[src/rtl/riscv_pkg.sv]
`default_nettype none
// ============================================================================
// Module      : riscv_pkg
// Description : Shared RV32I R-type definitions: opcode, ALUOp codes,
//               funct3/funct7 fields, encoder FSM state type and the
//               R-type encode helper.
// Revision    : 1.0 - initial release
// ============================================================================
package riscv_pkg;

  localparam logic [6:0] OPCODE_RTYPE = 7'b0110011;

  localparam logic [3:0] ALU_ADD = 4'b0000;
  localparam logic [3:0] ALU_SUB = 4'b0001;
  localparam logic [3:0] ALU_AND = 4'b0010;
  localparam logic [3:0] ALU_OR  = 4'b0011;
  localparam logic [3:0] ALU_XOR = 4'b0100;
  localparam logic [3:0] ALU_SLT = 4'b0101;

  localparam logic [2:0] FUNCT3_ADD_SUB = 3'b000;
  localparam logic [2:0] FUNCT3_AND     = 3'b111;
  localparam logic [2:0] FUNCT3_OR      = 3'b110;
  localparam logic [2:0] FUNCT3_XOR     = 3'b100;
  localparam logic [2:0] FUNCT3_SLT     = 3'b010;

  localparam logic [6:0] FUNCT7_BASE = 7'b0000000;
  localparam logic [6:0] FUNCT7_SUB  = 7'b0100000;

  typedef enum logic [1:0] {
    ST_IDLE  = 2'd0,
    ST_WRITE = 2'd1,
    ST_FULL  = 2'd2
  } enc_state_t;

  typedef struct packed {
    logic        legal;
    logic [31:0] word;
  } rtype_enc_t;

  // Builds the R-type word; legal=0 for ALUOp values with no mapping.
  function automatic rtype_enc_t encode_rtype(input logic [3:0] alu,
                                              input logic [4:0] rd,
                                              input logic [4:0] rs1,
                                              input logic [4:0] rs2);
    rtype_enc_t r;
    logic [2:0] f3;
    logic [6:0] f7;
    f3      = FUNCT3_ADD_SUB;
    f7      = FUNCT7_BASE;
    r.legal = 1'b1;
    case (alu)
      ALU_ADD: f3 = FUNCT3_ADD_SUB;
      ALU_SUB: f7 = FUNCT7_SUB;
      ALU_AND: f3 = FUNCT3_AND;
      ALU_OR:  f3 = FUNCT3_OR;
      ALU_XOR: f3 = FUNCT3_XOR;
      ALU_SLT: f3 = FUNCT3_SLT;
      default: r.legal = 1'b0;
    endcase
    r.word = {f7, rs2, rs1, f3, rd, OPCODE_RTYPE};
    return r;
  endfunction

endpackage
`default_nettype wire

[src/rtl/rtype_instr_encoder_if.sv]
`default_nettype none
// ============================================================================
// Module      : rtype_instr_encoder_if
// Description : Bus bundle for the R-type encoder: command handshake
//               (op_*), restart, instruction-memory write port (imem_*)
//               and status outputs.
//               master : command source / memory side
//               slave  : the encoder
// Revision    : 1.0 - initial release
// ============================================================================
interface rtype_instr_encoder_if #(
  parameter int IMEM_AW = 8
);
  logic               op_valid;
  logic               op_ready;
  logic [3:0]         op_alu;
  logic [4:0]         op_rd;
  logic [4:0]         op_rs1;
  logic [4:0]         op_rs2;
  logic               restart;
  logic               imem_we;
  logic               imem_ready;
  logic [IMEM_AW-1:0] imem_addr;
  logic [31:0]        imem_wdata;
  logic [IMEM_AW:0]   instr_count;
  logic               illegal_op;
  logic               mem_full;
  logic               busy;

  modport master (
    output op_valid, op_alu, op_rd, op_rs1, op_rs2, restart, imem_ready,
    input  op_ready, imem_we, imem_addr, imem_wdata, instr_count,
           illegal_op, mem_full, busy
  );

  modport slave (
    input  op_valid, op_alu, op_rd, op_rs1, op_rs2, restart, imem_ready,
    output op_ready, imem_we, imem_addr, imem_wdata, instr_count,
           illegal_op, mem_full, busy
  );
endinterface
`default_nettype wire

[src/rtl/sync_fifo.sv]
`default_nettype none
// ============================================================================
// Module      : sync_fifo
// Description : Single-clock FIFO, synchronous active-low reset.
//   clk, rst_n            clock / reset
//   push, push_data       write side (ignored when full)
//   pop, pop_data         read side, pop_data is the head (ignored when empty)
//   full, empty, count    occupancy
// Revision    : 1.0 - initial release
// ============================================================================
module sync_fifo #(
  parameter int WIDTH = 32,
  parameter int DEPTH = 4
) (
  input  logic                     clk,
  input  logic                     rst_n,
  input  logic                     push,
  input  logic [WIDTH-1:0]         push_data,
  input  logic                     pop,
  output logic [WIDTH-1:0]         pop_data,
  output logic                     full,
  output logic                     empty,
  output logic [$clog2(DEPTH):0]   count
);
  localparam int PW = $clog2(DEPTH);
  localparam int CW = PW + 1;

  logic [WIDTH-1:0] mem [DEPTH];
  logic [PW-1:0]    wr_ptr;
  logic [PW-1:0]    rd_ptr;
  logic [CW-1:0]    cnt;
  logic             do_push;
  logic             do_pop;

  assign do_push = push && !full;
  assign do_pop  = pop && !empty;

  always_ff @(posedge clk) begin
    if (!rst_n) begin
      wr_ptr <= '0;
      rd_ptr <= '0;
      cnt    <= '0;
    end else begin
      if (do_push) wr_ptr <= wr_ptr + PW'(1);
      if (do_pop)  rd_ptr <= rd_ptr + PW'(1);
      case ({do_push, do_pop})
        2'b10:   cnt <= cnt + CW'(1);
        2'b01:   cnt <= cnt - CW'(1);
        default: cnt <= cnt;
      endcase
    end
  end

  // Storage carries no reset; occupancy alone defines validity.
  always_ff @(posedge clk) begin
    if (do_push) mem[wr_ptr] <= push_data;
  end

  assign pop_data = mem[rd_ptr];
  assign full     = (cnt == CW'(DEPTH));
  assign empty    = (cnt == '0);
  assign count    = cnt;
endmodule
`default_nettype wire

[src/rtl/rtype_instr_encoder.sv]
`default_nettype none
// ============================================================================
// Module      : rtype_instr_encoder
// Description : Encodes (ALUOp, rd, rs1, rs2) commands into RV32I R-type
//               words, buffers them and writes them to consecutive
//               instruction-memory addresses.
//   clk, rst_n : clock, synchronous active-low reset
//   bus        : slave side of rtype_instr_encoder_if (command handshake,
//                restart, imem write port, instr_count/illegal_op/
//                mem_full/busy status)
// Revision    : 1.0 - initial release
// ============================================================================
module rtype_instr_encoder
  import riscv_pkg::*;
#(
  parameter int FIFO_DEPTH = 4,
  parameter int IMEM_AW    = 8
) (
  input  logic                 clk,
  input  logic                 rst_n,
  rtype_instr_encoder_if.slave bus
);
  localparam int                 CNT_W     = $clog2(FIFO_DEPTH) + 1;
  localparam logic [IMEM_AW-1:0] ADDR_LAST = '1;
  localparam logic [IMEM_AW:0]   CAPACITY  = {1'b1, {IMEM_AW{1'b0}}};

  enc_state_t       state;
  enc_state_t       state_next;
  rtype_enc_t       enc;
  logic             ready_en;
  logic             op_ready_int;
  logic             mem_full_int;
  logic             accept;
  logic             push;
  logic             pop;
  logic             we_int;
  logic             busy_int;
  logic             restart_ok;
  logic             fifo_full;
  logic             fifo_empty;
  logic [CNT_W-1:0] fifo_count;
  logic [31:0]      fifo_head;
  logic [IMEM_AW-1:0] addr;
  logic [IMEM_AW:0] written;
  logic [IMEM_AW:0] reserved;
  logic             illegal_q;

  assign enc          = encode_rtype(bus.op_alu, bus.op_rd, bus.op_rs1, bus.op_rs2);
  // Reservations cover queued + written words, so the memory can never
  // be oversubscribed even while writes are stalled.
  assign mem_full_int = (reserved == CAPACITY);
  assign op_ready_int = ready_en && !fifo_full && !mem_full_int;
  assign accept       = bus.op_valid && op_ready_int;
  assign push         = accept && enc.legal;
  assign we_int       = (state == ST_WRITE) && !fifo_empty;
  assign pop          = we_int && bus.imem_ready;
  assign busy_int     = !fifo_empty || we_int;
  assign restart_ok   = bus.restart && !busy_int;

  sync_fifo #(
    .WIDTH (32),
    .DEPTH (FIFO_DEPTH)
  ) u_fifo (
    .clk       (clk),
    .rst_n     (rst_n),
    .push      (push),
    .push_data (enc.word),
    .pop       (pop),
    .pop_data  (fifo_head),
    .full      (fifo_full),
    .empty     (fifo_empty),
    .count     (fifo_count)
  );

  always_ff @(posedge clk) begin
    if (!rst_n) state <= ST_IDLE;
    else        state <= state_next;
  end

  always_comb begin
    state_next = state;
    case (state)
      ST_IDLE:  if (!fifo_empty) state_next = ST_WRITE;
      ST_WRITE: begin
        if (pop) begin
          if (addr == ADDR_LAST)
            state_next = ST_FULL;
          else if (fifo_count == CNT_W'(1) && !push)
            state_next = ST_IDLE;
        end
      end
      ST_FULL:  if (restart_ok) state_next = ST_IDLE;
      default:  state_next = ST_IDLE;
    endcase
  end

  always_ff @(posedge clk) begin
    if (!rst_n) begin
      ready_en  <= 1'b0;
      addr      <= '0;
      written   <= '0;
      reserved  <= '0;
      illegal_q <= 1'b0;
    end else begin
      ready_en  <= 1'b1;
      illegal_q <= accept && !enc.legal;
      if (restart_ok) begin
        addr    <= '0;
        written <= '0;
      end else if (pop) begin
        written <= written + (IMEM_AW+1)'(1);
        // Saturate on the last word instead of wrapping to 0.
        if (addr != ADDR_LAST) addr <= addr + IMEM_AW'(1);
      end
      // A command accepted alongside an honoured restart is the first
      // reservation of the new program.
      reserved <= (restart_ok ? '0 : reserved) + (IMEM_AW+1)'(push);
    end
  end

  assign bus.op_ready    = op_ready_int;
  assign bus.imem_we     = we_int;
  assign bus.imem_addr   = addr;
  assign bus.imem_wdata  = we_int ? fifo_head : 32'h0;
  assign bus.instr_count = written;
  assign bus.illegal_op  = illegal_q;
  assign bus.mem_full    = mem_full_int;
  assign bus.busy        = busy_int;
endmodule
`default_nettype wire

[src/flat_wrapper.sv]
// flat-port wrapper written by rule: the top's interface ports become plain ports
module rtype_instr_encoder_flat import riscv_pkg::*;
#(
  parameter int FIFO_DEPTH = 4,
  parameter int IMEM_AW    = 8
)
  (clk, rst_n, bus_op_valid, bus_op_alu, bus_op_rd, bus_op_rs1, bus_op_rs2, bus_restart, bus_imem_ready, bus_op_ready, bus_imem_we, bus_imem_addr, bus_imem_wdata, bus_instr_count, bus_illegal_op, bus_mem_full, bus_busy);
  rtype_instr_encoder_if #(.IMEM_AW(IMEM_AW)) bus_i ();
  input  logic clk;
  input  logic rst_n;
  input wire logic [$bits(bus_i.op_valid)-1:0] bus_op_valid;
  input wire logic [$bits(bus_i.op_alu)-1:0] bus_op_alu;
  input wire logic [$bits(bus_i.op_rd)-1:0] bus_op_rd;
  input wire logic [$bits(bus_i.op_rs1)-1:0] bus_op_rs1;
  input wire logic [$bits(bus_i.op_rs2)-1:0] bus_op_rs2;
  input wire logic [$bits(bus_i.restart)-1:0] bus_restart;
  input wire logic [$bits(bus_i.imem_ready)-1:0] bus_imem_ready;
  output wire logic [$bits(bus_i.op_ready)-1:0] bus_op_ready;
  output wire logic [$bits(bus_i.imem_we)-1:0] bus_imem_we;
  output wire logic [$bits(bus_i.imem_addr)-1:0] bus_imem_addr;
  output wire logic [$bits(bus_i.imem_wdata)-1:0] bus_imem_wdata;
  output wire logic [$bits(bus_i.instr_count)-1:0] bus_instr_count;
  output wire logic [$bits(bus_i.illegal_op)-1:0] bus_illegal_op;
  output wire logic [$bits(bus_i.mem_full)-1:0] bus_mem_full;
  output wire logic [$bits(bus_i.busy)-1:0] bus_busy;
  assign bus_i.op_valid = bus_op_valid;
  assign bus_i.op_alu = bus_op_alu;
  assign bus_i.op_rd = bus_op_rd;
  assign bus_i.op_rs1 = bus_op_rs1;
  assign bus_i.op_rs2 = bus_op_rs2;
  assign bus_i.restart = bus_restart;
  assign bus_i.imem_ready = bus_imem_ready;
  assign bus_op_ready = bus_i.op_ready;
  assign bus_imem_we = bus_i.imem_we;
  assign bus_imem_addr = bus_i.imem_addr;
  assign bus_imem_wdata = bus_i.imem_wdata;
  assign bus_instr_count = bus_i.instr_count;
  assign bus_illegal_op = bus_i.illegal_op;
  assign bus_mem_full = bus_i.mem_full;
  assign bus_busy = bus_i.busy;
  rtype_instr_encoder #(.FIFO_DEPTH(FIFO_DEPTH), .IMEM_AW(IMEM_AW)) u_core (.clk(clk), .rst_n(rst_n), .bus(bus_i));
endmodule
[config.mk]
export PLATFORM = sky130hd
export DESIGN_NAME = rtype_instr_encoder_flat
export DESIGN_NICKNAME = d
export VERILOG_FILES = /design/src/rtl/riscv_pkg.sv /design/src/rtl/rtype_instr_encoder_if.sv /design/src/rtl/sync_fifo.sv /design/src/rtl/rtype_instr_encoder.sv /design/src/flat_wrapper.sv
export SDC_FILE = /design/constraint.sdc
export NUM_CORES = 1
export LEC_CHECK = 0
export ABC_AREA = 1
export BUFFER_PORTS_ARGS = -buffer_cell sky130_fd_sc_hd__buf_2
export CORE_ASPECT_RATIO = 1.2
export CORE_UTILIZATION = 54
export CTS_CLUSTER_DIAMETER = 80
export DETAILED_ROUTE_END_ITERATION = 10
export PLACE_DENSITY = 0.74
export SLEW_MARGIN = 20
export SYNTH_ARGS = -nofsm -noshare
export SYNTH_HDL_FRONTEND = slang
export SYNTH_HIERARCHICAL = 1
export SYNTH_SLANG_ARGS = --single-unit
[constraint.sdc]
create_clock -name clk -period 2.65 [get_ports clk]
set_input_delay 0.1325 -clock clk [delete_from_list [all_inputs] [get_ports clk]]
set_output_delay 0.1325 -clock clk [all_outputs]
set_load 0.02 [all_outputs]
## After elaboration in Yosys (flattened, before gate mapping)

Memories as Yosys holds them, arrays and structs flattened. A register that Yosys moved wholly into a read port is not among the register bits.
Cells that the tools add are included.

- Bits in registers: 37
- RAM bits: 96
- Memories kept: 1

Memories:

| memory | depth | bits a word | rd ports | clocked after memory_dff | write ports | line | source |
|---|---|---|---|---|---|---|---|
| u_core.u_fifo.mem | 4 | 24 | 1 | 1 | 1 | sync_fifo.sv:28 | `logic [WIDTH-1:0] mem [DEPTH];` |

- Add/sub/neg operators: 7
- Equal/unequal tests: 18
- Multiplexer cells: 17
- Bitwise operators: 1
- Reduce and logical (&&, ||, !) cells: 26

Operator list:

| kind | number |
|---|---|
| 32-bit 2-to-1 mux | 1 |
| 2-bit 2-to-1 mux | 7 |
| 3-bit one-hot mux with 4 select lines | 1 |
| 1-bit logical AND | 11 |
| 9-bit by 1-bit adder with 9-bit output | 1 |
| 9-bit by 1-bit adder with 9-bit output, second input constant | 1 |
| 9-bit == test, second input constant | 1 |
| 9-bit 2-to-1 mux | 1 |
| 8-bit by 1-bit adder with 8-bit output, second input constant | 1 |
| 4-bit by 2-bit == test with 1-bit output, second input constant | 2 |
| 4-bit by 3-bit == test with 1-bit output, second input constant | 2 |
| 8-bit == test, second input constant | 1 |
| 8-bit != test, second input constant | 1 |
| 1-bit zero test | 6 |
| 6-bit 2-to-1 mux | 1 |
| 2-bit one-hot mux with 3 select lines | 1 |
| 3-bit one-hot mux with 2 select lines | 1 |
| 6-bit OR reduction | 1 |
| 2-bit by 1-bit adder with 2-bit output, second input constant | 2 |
| 2-bit by 1-bit == test with 1-bit output, second input constant | 2 |
| 2-bit == test, second input constant | 2 |
| 4-bit by 1-bit == test with 1-bit output, second input constant | 1 |
| 4-bit zero test | 1 |
| 1-bit 2-to-1 mux | 4 |
| other kinds (15) | 16 |

## Logic depth before layout (Yosys ltp)

- Depth after elaboration: 12
- Depth in mapped cells: 17
- Gate-level depth less buffers: 17

## Hierarchy

The synthesis kept the hierarchy.

Modules (own cells, without submodules):

| module | instances | cells each | area an instance (µm²) |
|---|---|---|---|
| sync_fifo | 1 | 379 | 5,276.3 |
| rtype_instr_encoder | 1 | 292 | 1,838.0 |

## Least setup slack after synthesis

No wires, ideal clock.

- Path type: register to register
- Start point: register u_core.u_fifo.cnt[1], in the netlist u_core/u_fifo/count[1]
- End point: memory u_core/u_fifo/mem[2][0] in the netlist's numbering, enable pin
- Arrival: 2,363 ps
- Required time: 2,229 ps
- Path slack: -134 ps
- Stages on the path, launching flop included: 9
- Path buffers: 0
- Period minus slack after synthesis: 2,784 ps
- Path through: dfxtp_1 -> nor2_2 -> nand2_2 -> inv_1 -> nor2_1 -> nand4_1 -> inv_1 -> nand2_4 -> nor2_1

- Cells in the longest elaborated chain, start to end: 9

RTL lines:

| element | line | source |
|---|---|---|
| start: declaration | sync_fifo.sv:31 | `logic [CW-1:0] cnt;` |
| start signal: assignment | sync_fifo.sv:47 | `2'b10: cnt <= cnt + CW'(1);` |
| start signal: assignment | sync_fifo.sv:48 | `2'b01: cnt <= cnt - CW'(1);` |
| start signal: assignment | sync_fifo.sv:49 | `default: cnt <= cnt;` |
| 3-bit == test | sync_fifo.sv:60 | `assign full = (cnt == CW'(DEPTH));` |
| named net u_core.fifo_full | rtype_instr_encoder.sv:39 | `logic fifo_full;` |
| 1-bit zero test | rtype_instr_encoder.sv:52 | `assign op_ready_int = ready_en && !fifo_full && !mem_full_int;` |
| 1-bit logical AND (2 in a row) | rtype_instr_encoder.sv:52 |  |
| 1-bit logical AND | rtype_instr_encoder.sv:53 | `assign accept = bus.op_valid && op_ready_int;` |
| 1-bit logical AND | rtype_instr_encoder.sv:54 | `assign push = accept && enc.legal;` |
| named net u_core.push | rtype_instr_encoder.sv:34 | `logic push;` |
| 1-bit logical AND | sync_fifo.sv:35 | `assign do_push = push && !full;` |
| 1-bit 2-to-1 mux | sync_fifo.sv:56 | `if (do_push) mem[wr_ptr] <= push_data;` |
| 1-bit 2-to-1 mux (not written as such) | sync_fifo.sv:56 |  |
| end: declaration | sync_fifo.sv:28 |  |

The timed path passes the listed nets, and every way through them passes these cells.

## Worst setup path after layout

- Start point: register u_core.u_fifo.cnt[1], in the netlist u_core/u_fifo/count[1]
- End point: register u_core.reserved[8]

RTL lines:

| element | line | source |
|---|---|---|
| 3-bit == test | sync_fifo.sv:60 |  |
| named net u_core.fifo_full | rtype_instr_encoder.sv:39 |  |
| 1-bit zero test | rtype_instr_encoder.sv:52 |  |
| 1-bit logical AND (2 in a row) | rtype_instr_encoder.sv:52 |  |
| 1-bit logical AND | rtype_instr_encoder.sv:53 |  |
| 1-bit logical AND | rtype_instr_encoder.sv:54 |  |
| named net u_core.push | rtype_instr_encoder.sv:34 |  |
| 9-bit by 1-bit adder with 9-bit output | rtype_instr_encoder.sv:117 | `reserved <= (restart_ok ? '0 : reserved) + (IMEM_AW+1)'(push);` |
| end signal: assignment | rtype_instr_encoder.sv:117 |  |
| end: declaration | rtype_instr_encoder.sv:45 | `logic [IMEM_AW:0] reserved;` |

The timed path passes the listed nets, and every way through them passes these cells.
A chain may end at the register's enable or synchronous reset.

==> metrics.cfg <==
[clock_network]
cts_setup_buffers = 0
clock_latency_ns = 0.41
cts_tree = done
clock-sinks = 167
htreeDepth = 4
cts_made_buffers = 17
root_buffer = clkbuf_16
clkSlewWorstSetupHoldPaths_ns = 0.06
cts_max_path_buffers = 2

[logic_synthesis]
synth_xor_area_share_pct = 0.862
synth_adder_area_share_pct = 1.86
muxShareOfSynthArea_pct = 0
synth_edf_count = 128
synth_top_family_by_area = simple AND/OR/NAND/NOR gates
yosys.area.top_type = edfxtp_1
yosys_register_bits = 167
synthDistinctLibCells = 35
synth.top_cell.area_share_pct = 54.0
synth_area_leaders = edfxtp_1 (54%), dfxtp_1 (11%), nor2_1 (7.0%)
syn_avg_cell_area_um2 = 10.6
synth_ff_type = edfxtp_1
synthSimpleGateAreaFrac_pct = 14.7
async_flop_share_pct = 0
ys_seq_area_share_pct = 65.0
yosysWarnings = 6
synth_compound_area_share_pct = 10.1
syn-instance-count = 671
synthesis.area_um2 = 7110

[placement]
place_inst = 945
gp_congestion = 0.849
port_buffers = 77
pre_cts_ws_ns = 0.356
dp_hpwl_mm = 8.52

[timing]
tns_ns = 0
setup_viol = 0
maxSlewHeadroom_pct = 59.1
rsz0062_at_grt = no
worst_slew_pin_slew_ns = 0.612
setup_ws_ns = 0.339
hold_viol_final = 0
timing.final.crit_share_pct = 87.2
slew_viol_final = 0
skew_ns = 0.00713
period_needed_ns = 2.31
timing.fmax_ghz = 0.433
hold_slack_ns = 0.0670

[cells_and_area]
diodes = 0
drive_gt1_share_pct = 17.3
regArea_um2 = 4630
filler_cell_count = 955
multi_input_area_um2 = 2180
final_nets = 851
instances_no_fill = 994
area_growth_pct = 21.4

[drt]
first_pass_iters = 5
dr_total_vias = 5065
wl_mm = 14.2
drc = 0
drt_iter0_drc = 361
postRouteAntennaNets = 0
routedWlPerCell_um = 14.3
drt-vias-per-instance = 5.10

[critical_path]
cp-end-kind = register
r2r_cells = 14
worstSetupPathType = reg -> reg
arrival_ns = 2.61
cp_max_fo = 4
critPathLaunchType = register
required_ns = 2.95
reg2reg_setup_slack_ns = 0.34

[floorplanning]
rows = 45
die_w_um = 107
design.core.area_um2 = 12700
dieArea_um2 = 13600
fp.dieH_um = 128
start_util_pct = 55.9
num_io_pins = 78

[grt]
use_met3_pct = 5.08
grt_max_degree = 65
grt_pass1_wl_mm = 23.4
grt_use_total_pct = 22.3
grt_pass1_vias = 4981
antenna_found_initial = 0
grt_use_met1_pct = 26.6
met2_usage_pct = 39.7
top_usage_layer = met2
grt.overflow.total = 0

[power_and_ir_drop]
powerDensity_nw_per_um2 = 648
ir_drop_mv = 0.429
power_leakage_uw = 0.00360
power_uw = 5590

[min_path]
min_path_cells = 4
min_path_type = in -> reg

[run_status]
outcome = finished, final reports clean

[run]
cap_violations = 0

==> worst max-delay path, cell delays in order, from the launching register on <==
cell and delay (ns):
dfxtp_1 0.38, nor2_2 0.08, nand2_2 0.11, inv_1 0.07
nor2_1 0.10, nand4_1 0.14, inv_2 0.14, ha_1 0.18
ha_1 0.16, and3_1 0.20, nand2_1 0.08, nor2_1 0.18
nand3_1 0.13, o21ai_0 0.18, a21oi_1 0.07
==> synthesized netlist by cell type (4+ instances only) <==
library cell  instances
ha_1                  9
nor2_1              132
o21ai_1              28
nand3_1              18
inv_1                85
nand2_1              52
inv_2                 4
nand4_1               7
buf_2                 7
buf_6                 9
o21ai_0              48
nand2_4               5
edfxtp_1            128
nor3_1                6
dfxtp_1              39
xor2_1                5
o22ai_1              32
a21oi_1              25
==> final cells by class <==
cell class,count,area share [%]
clock buffer,17,4.93
clock inverter,15,2.22
inverter,90,4.00
multi-input combinational,440,25.3
sequential,167,53.6
tap,164,2.38
timing repair buffer,101,7.62
==> cells in the final DEF, fill, tap and decap left out, types with 4 or more instances in the layout <==
cell	synthesis	layout
a21oi_1	25	25
buf_12	0	4
buf_2	7	77
clkbuf_16	0	17
conb_1	2	52
dfxtp_1	39	38
dlygate4sd3_1	0	17
edfxtp_1	128	128
ha_1	9	9
inv_1	85	84
inv_2	4	5
inv_6	0	7
nand2_1	52	52
nand2_4	5	5
nand3_1	18	18
nand4_1	7	7
nor2_1	132	128
nor2_4	3	7
nor3_1	6	6
o21ai_0	48	48
o21ai_1	28	28
o22ai_1	32	32
xor2_1	5	5
==> kinds of logic (layout without fill, tap and decap cells) <==
kind of cell,Yosys count,in the layout
flip-flops,167,167
buffers and inverters,114,223
other,2,52
AND/OR/NAND/NOR,236,236
XOR/XNOR,7,7
adder cells (fa/ha/maj),10,10
AO/OA/AOI/OAI,135,135
==> flip-flops by register name, indices dropped and copies added (netlist names), named ones only <==
signal and cells:
u_core/u_fifo/mem 128, u_core/bus.instr_count 9, u_core/reserved 9, u_core/bus.imem_addr 8, u_core/u_fifo/count 3, u_core/state 2, u_core/u_fifo/rd_ptr 2, u_core/u_fifo/wr_ptr 2
u_core/bus.illegal_op 1, u_core/ready_en 1
==> worst paths after layout <==
path	startpoint	end
hold / removal	bus_restart	u_core/reserved[5]$_SDFF_PN0_
setup reg to reg	u_core/u_fifo/count[1]$_SDFFE_PN0P_	u_core/reserved[8]$_SDFF_PN0_
hold reg to reg	u_core/reserved[5]$_SDFF_PN0_	u_core/reserved[5]$_SDFF_PN0_
setup / recovery	u_core/u_fifo/count[1]$_SDFFE_PN0P_	u_core/reserved[8]$_SDFF_PN0_
==> power by group <==
group          switching, uW  internal, uW  total (uW)
clock                   1030          1510        2540
sequential              9.22          2840        2850
combinational            138          71.9         209
==> layer usage <==
metal / wire (um) / vias to the layer above
met5: 0 / -
met1: 5870 / 2377
met2: 7360 / 158
li1: - / 2517
met3: 853 / 13
met4: 146 / 0
==> timing repair <==
item / in CTS / in global routing
hold endpoints to repair: 62 / 0
gates resized for setup: 0 / 1
setup endpoints to repair: 0 / 1
hold buffers: 17 / 0
==> per-stage QoR <==
| stage | area [um2] | util, % |
|---|---|---|
| after floorplan | 7300 | - |
| after global placement | 7850 | 61.7 |
| after detailed placement | 7850 | 61.7 |
| after CTS | 8640 | 67.9 |
| after global routing | 8640 | 67.9 |
| final | 8640 | 67.9 |
Note: power is estimated with default switching activity, not from simulation.
